`config.mk`:
```
export PLATFORM = sky130hd
export DESIGN_NAME = au_cmd_sequencer
export DESIGN_NICKNAME = d
export VERILOG_FILES = /design/src/rtl/au_cmd_sequencer.sv
export SDC_FILE = /design/constraint.sdc
export NUM_CORES = 1
export LEC_CHECK = 0
export BUFFER_PORTS_ARGS = -buffer_cell sky130_fd_sc_hd__buf_2
export CELL_PAD_IN_SITES_DETAIL_PLACEMENT = 1
export CELL_PAD_IN_SITES_GLOBAL_PLACEMENT = 2
export CORE_ASPECT_RATIO = 1.2
export CORE_MARGIN = 3
export CORE_UTILIZATION = 33
export DETAILED_ROUTE_END_ITERATION = 10
export HOLD_SLACK_MARGIN = 0.05
export PLACE_DENSITY = 0.84
export SETUP_SLACK_MARGIN = 0.02
export SLEW_MARGIN = 10
export SYNTH_ARGS = -nofsm -noshare
export SYNTH_HDL_FRONTEND = slang
export SYNTH_SLANG_ARGS = --single-unit
```
`constraint.sdc`:
```
create_clock -name clk -period 4.8 [get_ports clk]
set_input_delay 0.24 -clock clk [delete_from_list [all_inputs] [get_ports clk]]
set_output_delay 0.24 -clock clk [all_outputs]
set_load 0.1 [all_outputs]
```
`src/rtl/au_cmd_sequencer.sv`:
```
// Host-side initiator for the 16-bit arithmetic unit pin interface: loads A/B bytewise,
// runs one ADD/SUB/MUL, reads B back and returns it with P/N/ERR on a valid/ready port.
//
// state | meaning
// IDLE  | waiting for a request, req_ready high
// WR_S  | write strobe: REG=idx, RW=1, S=1, operand byte on data_out
// WR_G  | write gap: S low, fields held
// EX    | execute: OP/C/UA driven, S high for ADDSUB_CYC or MUL_CYC cycles
// EX_G  | ctrl all zero so the AU counter resets
// RD_S  | read select: REG=idx, RW=0, S=0
// RD_W  | wait READ_LAT cycles, then capture data_in as result byte idx
// RESP  | response held until rsp_ready
module au_cmd_sequencer #(
  parameter int ADDSUB_CYC = 16,
  parameter int MUL_CYC    = 128,
  parameter int READ_LAT   = 2
) (
  input  logic        clk,
  input  logic        RST,
  input  logic        req_valid,
  output logic        req_ready,
  input  logic [1:0]  req_op,
  input  logic        req_c,
  input  logic        req_ua,
  input  logic [15:0] req_a,
  input  logic [15:0] req_b,
  input  logic [7:0]  req_x,
  output logic        rsp_valid,
  input  logic        rsp_ready,
  output logic [15:0] rsp_result,
  output logic        rsp_p,
  output logic        rsp_n,
  output logic        rsp_err,
  output logic [7:0]  data_out,
  output logic [7:0]  ctrl_out,
  input  logic [7:0]  data_in,
  input  logic [7:0]  status_in
);

  localparam int EXEC_MAX = (MUL_CYC > ADDSUB_CYC) ? MUL_CYC : ADDSUB_CYC;
  localparam int CNT_MAX  = (EXEC_MAX > READ_LAT) ? EXEC_MAX : READ_LAT;
  localparam int CW       = (CNT_MAX > 1) ? $clog2(CNT_MAX) : 1;
  localparam logic [CW-1:0] ADDSUB_LD = CW'(ADDSUB_CYC - 1);
  localparam logic [CW-1:0] MUL_LD    = CW'(MUL_CYC - 1);
  localparam logic [CW-1:0] RD_LD     = CW'(READ_LAT - 1);

  typedef enum logic [2:0] {IDLE, WR_S, WR_G, EX, EX_G, RD_S, RD_W, RESP} state_t;

  state_t        state;
  logic [1:0]    op_q;
  logic          c_q;
  logic          ua_q;
  logic [15:0]   a_q;
  logic [15:0]   b_q;
  logic [7:0]    x_q;
  logic [1:0]    idx;
  logic [CW-1:0] cnt;
  logic          status_unused;

  assign status_unused = ^{status_in[7:5], status_in[2:1]};

  function automatic logic [7:0] reg_ctrl(input logic [1:0] i, input logic rw, input logic s);
    return {3'b000, i, rw, s, 1'b0};
  endfunction

  function automatic logic [7:0] wr_byte(input logic [1:0] i, input logic [15:0] a,
                                         input logic [15:0] b);
    case (i)
      2'd0:    return a[7:0];
      2'd1:    return a[15:8];
      2'd2:    return b[7:0];
      default: return b[15:8];
    endcase
  endfunction

  always_ff @(posedge clk) begin
    if (RST) begin
      state      <= IDLE;
      req_ready  <= 1'b1;
      rsp_valid  <= 1'b0;
      rsp_result <= '0;
      rsp_p      <= 1'b0;
      rsp_n      <= 1'b0;
      rsp_err    <= 1'b0;
      data_out   <= '0;
      ctrl_out   <= '0;
      op_q       <= '0;
      c_q        <= 1'b0;
      ua_q       <= 1'b0;
      a_q        <= '0;
      b_q        <= '0;
      x_q        <= '0;
      idx        <= '0;
      cnt        <= '0;
    end else begin
      // AU error is sticky for the whole transaction but frozen once the response is up
      if (state != IDLE && state != RESP && status_in[0])
        rsp_err <= 1'b1;

      case (state)
        IDLE: begin
          if (req_valid) begin
            op_q       <= req_op;
            c_q        <= req_c;
            ua_q       <= req_ua;
            a_q        <= req_a;
            b_q        <= req_b;
            x_q        <= req_x;
            rsp_result <= '0;
            rsp_p      <= 1'b0;
            rsp_n      <= 1'b0;
            req_ready  <= 1'b0;
            if (req_op == 2'b00) begin
              rsp_err   <= 1'b1;
              rsp_valid <= 1'b1;
              state     <= RESP;
            end else begin
              rsp_err  <= 1'b0;
              idx      <= 2'd0;
              data_out <= req_a[7:0];
              ctrl_out <= reg_ctrl(2'd0, 1'b1, 1'b1);
              state    <= WR_S;
            end
          end
        end
        WR_S: begin
          ctrl_out[1] <= 1'b0;
          state       <= WR_G;
        end
        WR_G: begin
          if (idx != 2'd3) begin
            idx      <= idx + 2'd1;
            data_out <= wr_byte(idx + 2'd1, a_q, b_q);
            ctrl_out <= reg_ctrl(idx + 2'd1, 1'b1, 1'b1);
            state    <= WR_S;
          end else begin
            // UA has no meaning for MUL, so bit 2 is kept low there
            data_out <= x_q;
            ctrl_out <= {c_q, op_q, 2'b00, ua_q & (op_q != 2'b11), 1'b1, 1'b0};
            cnt      <= (op_q == 2'b11) ? MUL_LD : ADDSUB_LD;
            state    <= EX;
          end
        end
        EX: begin
          if (cnt == '0) begin
            rsp_p    <= status_in[4];
            rsp_n    <= status_in[3];
            ctrl_out <= '0;
            data_out <= '0;
            state    <= EX_G;
          end else begin
            cnt <= cnt - 1'b1;
          end
        end
        EX_G: begin
          idx      <= 2'd2;
          ctrl_out <= reg_ctrl(2'd2, 1'b0, 1'b0);
          state    <= RD_S;
        end
        RD_S: begin
          cnt   <= RD_LD;
          state <= RD_W;
        end
        RD_W: begin
          if (cnt == '0) begin
            if (idx == 2'd2) begin
              rsp_result[7:0] <= data_in;
              idx             <= 2'd3;
              ctrl_out        <= reg_ctrl(2'd3, 1'b0, 1'b0);
              state           <= RD_S;
            end else begin
              rsp_result[15:8] <= data_in;
              ctrl_out         <= '0;
              rsp_valid        <= 1'b1;
              state            <= RESP;
            end
          end else begin
            cnt <= cnt - 1'b1;
          end
        end
        RESP: begin
          if (rsp_ready) begin
            rsp_valid <= 1'b0;
            req_ready <= 1'b1;
            state     <= IDLE;
          end
        end
        default: state <= IDLE;
      endcase
    end
  end

endmodule

```
==> results_tabular.tex <==
\begin{tabular}{lr}
\hline
Metric & Value \\
\hline
\multicolumn{2}{l}{\textbf{Worst setup path}} \\
Worst reg2reg endpoint & data\_out[5] \\
Reg2reg setup slack & 2200 ps \\
Logic depth of the worst register-to-register path & 4 \\
Startpoint of the most critical register-to-register path & state[1] \\
Startpoint class of the critical path & flop \\
Kind of end point of the critical path & flop \\
CP Data Arrival Time & 2850 ps \\
Start-to-end type of the worst setup path & reg -> reg \\
Required time at the worst-slack endpoint & 5060 ps \\
Critical path peak fanout & 26 \\
\multicolumn{2}{l}{\textbf{GRT}} \\
First-pass GRT wire length & 20,200 µm \\
Vias in the first global route & 4,089 \\
Largest net degree at the start of global routing & 72 \\
Total gr overflow & 0 \\
Number of antenna violations at the first check in global routing & 0 \\
Global router's overall resource usage & 18.2\% \\
\multicolumn{2}{l}{\textbf{Cells and area}} \\
Antenna cells & 0 \\
Post-layout instance area & between 0.004 and 0.005 mm² \\
Count of nets after finishing & 648 \\
Final non-filler cell total & 740 \\
Area growth from synthesis to layout & 19.1\% \\
Utilization after layout & between 40\% and 50\% \\
Filler Cell Count & 1,534 \\
Ratio of cells with drive above 1 in the final layout & 20.9\% \\
\multicolumn{2}{l}{\textbf{Die}} \\
Width of the die & 109 µm \\
Floorplan die area & 0.0140 mm² \\
Area of the core region & $\sim$0.012 mm² \\
Effective utilization at floorplan & 34.1\% \\
Number of rows created at floorplan & 44 \\
Height of the die & 129 µm \\
Boundary pin count & $\sim$100 \\
\multicolumn{2}{l}{\textbf{Clocking}} \\
Clock tree from TritonCTS & built \\
\# H-tree levels & 3 \\
Clock latency of the later-clocked register in the worst-skew pair & roughly 340 ps \\
Clk sinks & 92 \\
Post-CTS Resized & 0 \\
Post-CTS Hold Fix Bufs & 0 \\
Num CTS Buffers & 9 \\
Clk buf depth & 2 \\
CTS clk-pin slew, worst paths & around 70 ps \\
Cell at the root of the clock tree & sky130\_fd\_sc\_hd\_\_clkbuf\_16 \\
Post-CTS setup-driven buffer insertion count & 0 \\
\multicolumn{2}{l}{\textbf{Logic synthesis}} \\
Number of distinct library cell variants in the gate-level netlist after synthesis & 56 \\
Post-Synthesis Mean Instance Area & between 8 and 9 µm² \\
Register bit total from synthesis & 92 \\
Post-Syn Area & 0.00417 mm² \\
Post-synthesis sequential area ratio & 44.2\% \\
Most used flip-flop cell after synthesis & sky130\_fd\_sc\_hd\_\_dfxtp\_1 \\
Dominant cells by area after synthesis & sky130\_fd\_sc\_hd\_\_dfxtp\_1 (44\%), sky130\_fd\_sc\_hd\_\_nand2\_1 (11\%), sky130\_fd\_sc\_hd\_\_a21oi\_1 (7.9\%) \\
Post-synthesis instance total & 503 \\
Most repeated cell in the gate-level netlist after synthesis & sky130\_fd\_sc\_hd\_\_nand2\_1 \\
Top cell types by occurrence after synthesis & sky130\_fd\_sc\_hd\_\_nand2\_1 (121), sky130\_fd\_sc\_hd\_\_dfxtp\_1 (92), sky130\_fd\_sc\_hd\_\_a21oi\_1 (66) \\
Syn nets & a little under 600 \\
Number of enable flip-flop cells after synthesis & 0 \\
Area share of the largest cell type after synthesis & 44.2\% \\
Cell taking the most area after synthesis & sky130\_fd\_sc\_hd\_\_dfxtp\_1 \\
Share of flip-flops with an asynchronous set or reset & 0\% \\
Yosys synthesis warning count & 0 \\
\multicolumn{2}{l}{\textbf{Power}} \\
Post-layout total power & 3.33 mW \\
Max IR drop VDD & 249 µV \\
Total power density per cell area & 670 mW/mm² \\
Leakage power & roughly 2 nW \\
\multicolumn{2}{l}{\textbf{Drt}} \\
DRT iter0 DRCs & approximately 180 \\
Routed len/inst & 17.0 µm \\
Detail-routed via count per cell & 5.31 \\
DRC Markers & 0 \\
Antenna Nets Post-Route & 0 \\
Vias & 3,930 \\
Post-detailed-routing wire length & 12,600 µm \\
Router iterations before antenna repair & 5 \\
\multicolumn{2}{l}{\textbf{Placement}} \\
Number of placed instances with taps included & 724 \\
Cell area reported after detailed placement & between 0.004 and 0.005 mm² \\
Final estimated routing congestion in global placement & approximately 0.8 \\
Worst setup slack before clock tree synthesis & 2240 ps \\
Total half-perimeter wirelength after legalization and detailed placement & 8910 µm \\
Number of port buffers & 94 \\
\multicolumn{2}{l}{\textbf{Status}} \\
Result of the run & finished clean \\
\multicolumn{2}{l}{\textbf{Worst hold path}} \\
Hold path depth & 3 \\
Tightest Hold Check Type & in -> reg \\
End point of the most critical hold path & x\_q[4] \\
Hold Path Origin & req\_x[4] \\
\multicolumn{2}{l}{\textbf{STA}} \\
Headroom to the max-slew limit & between 30 and 40\% \\
Worst-Margin Slew & 939 ps \\
Count of final max-slew check failures & 0 \\
Setup skew after layout & 4.51 ps \\
Final setup vio count & 0 \\
Ratio of final minimum period to clock period & a little over half \\
Final-layout setup total negative slack & 0 ps \\
Hold violation total from the final report & 0 \\
Maximum operating frequency & 385 MHz \\
Setup slack of the critical path after layout & 2200 ps \\
Worst hold slack across all endpoints & between 100 and 150 ps \\
Post-layout min period & 2600 ps \\
Unrepaired setup endpoints after global routing & false \\
\multicolumn{2}{l}{\textbf{Run}} \\
Number of maximum-capacitance constraint violations & 0 \\
\hline
\end{tabular}
-- registers in the layout (all words and copies together), names as in the netlist, 2 cells and up --
register	cells
cnt	7
x_q	8
idx	2
state	3
a_q	16
data_out	8
ctrl_out	7
b_q	16
rsp_result	16
op_q	2
-- cell usage in the layout (no fill, tap or decap), types with 4 or more instances in the layout --
master,Yosys,layout
sky130_fd_sc_hd__o2bb2ai_1,16,16
sky130_fd_sc_hd__buf_4,5,4
sky130_fd_sc_hd__dfxtp_1,92,92
sky130_fd_sc_hd__clkbuf_16,0,9
sky130_fd_sc_hd__inv_1,11,11
sky130_fd_sc_hd__a21oi_1,66,66
sky130_fd_sc_hd__buf_2,6,94
sky130_fd_sc_hd__a211oi_1,14,14
sky130_fd_sc_hd__ha_1,10,10
sky130_fd_sc_hd__nand4_1,4,4
sky130_fd_sc_hd__nand3_1,5,5
sky130_fd_sc_hd__o21ai_0,23,23
sky130_fd_sc_hd__nor2_1,24,24
sky130_fd_sc_hd__nand2_1,121,121
sky130_fd_sc_hd__a222oi_1,16,16
sky130_fd_sc_hd__nor3_1,5,5
-- metal layers --
metal,track usage (%),share of wire [%]
met1,21.3,41
met2,34.0,53
met3,2.99,4.3
met4,5.27,1.3
met5,0,0
-- power by group --
part           internal [mW]  switching [mW]  total (mW)  leakage [nW]
clock network          0.419           0.306       0.726         0.142
logic                  0.404            1.12        1.52          1.10
registers              0.925           0.153        1.08         0.751
-- cell type report --
class	count	area (µm²)	area share (%)
inverter	11	41.3	0.831
tap	161	201	4.06
sequential	92	1840	37.1
timing repair buffer	98	500	10.1
multi-input combinational	362	2080	41.9
clock inverter	5	58.8	1.18
clock buffer	11	243	4.89
-- worst max-delay path by stage --
stage	startpoint	endpoint	slack (ps)	cells after the start
global placement	state[1]	data_out[5]	2320	4
detailed placement	state[1]	data_out[5]	2240	4
floorplan	cnt[0]	rsp_result[0]	2980	9
CTS	state[1]	data_out[3]	2210	4
global route	state[0]	cnt[4]	2000	5
finish	state[1]	data_out[5]	2200	4
-- worst max-delay path, cell delays in order (launching register included) --
cell	delay [ps]
sky130_fd_sc_hd__dfxtp_1	940
sky130_fd_sc_hd__nor2b_1	580
sky130_fd_sc_hd__and3_1	550
sky130_fd_sc_hd__a222oi_1	190
sky130_fd_sc_hd__a211oi_1	250
-- logic make-up (layout without fill, tap and decap cells) --
family                   count (synthesis)  after routing  synth area share, %
AO/OA/AOI/OAI                          167            167                 26.6
AND/OR/NAND/NOR                        182            182                 19.7
buffers and inverters                   49            125                 5.94
other                                    1              1               0.0899
flip-flops                              92             92                 44.2
XOR/XNOR                                 2              2                0.420
adder cells (fa/ha/maj)                 10             10                 3.00
No activity file was read; power rests on OpenSTA's default activity.
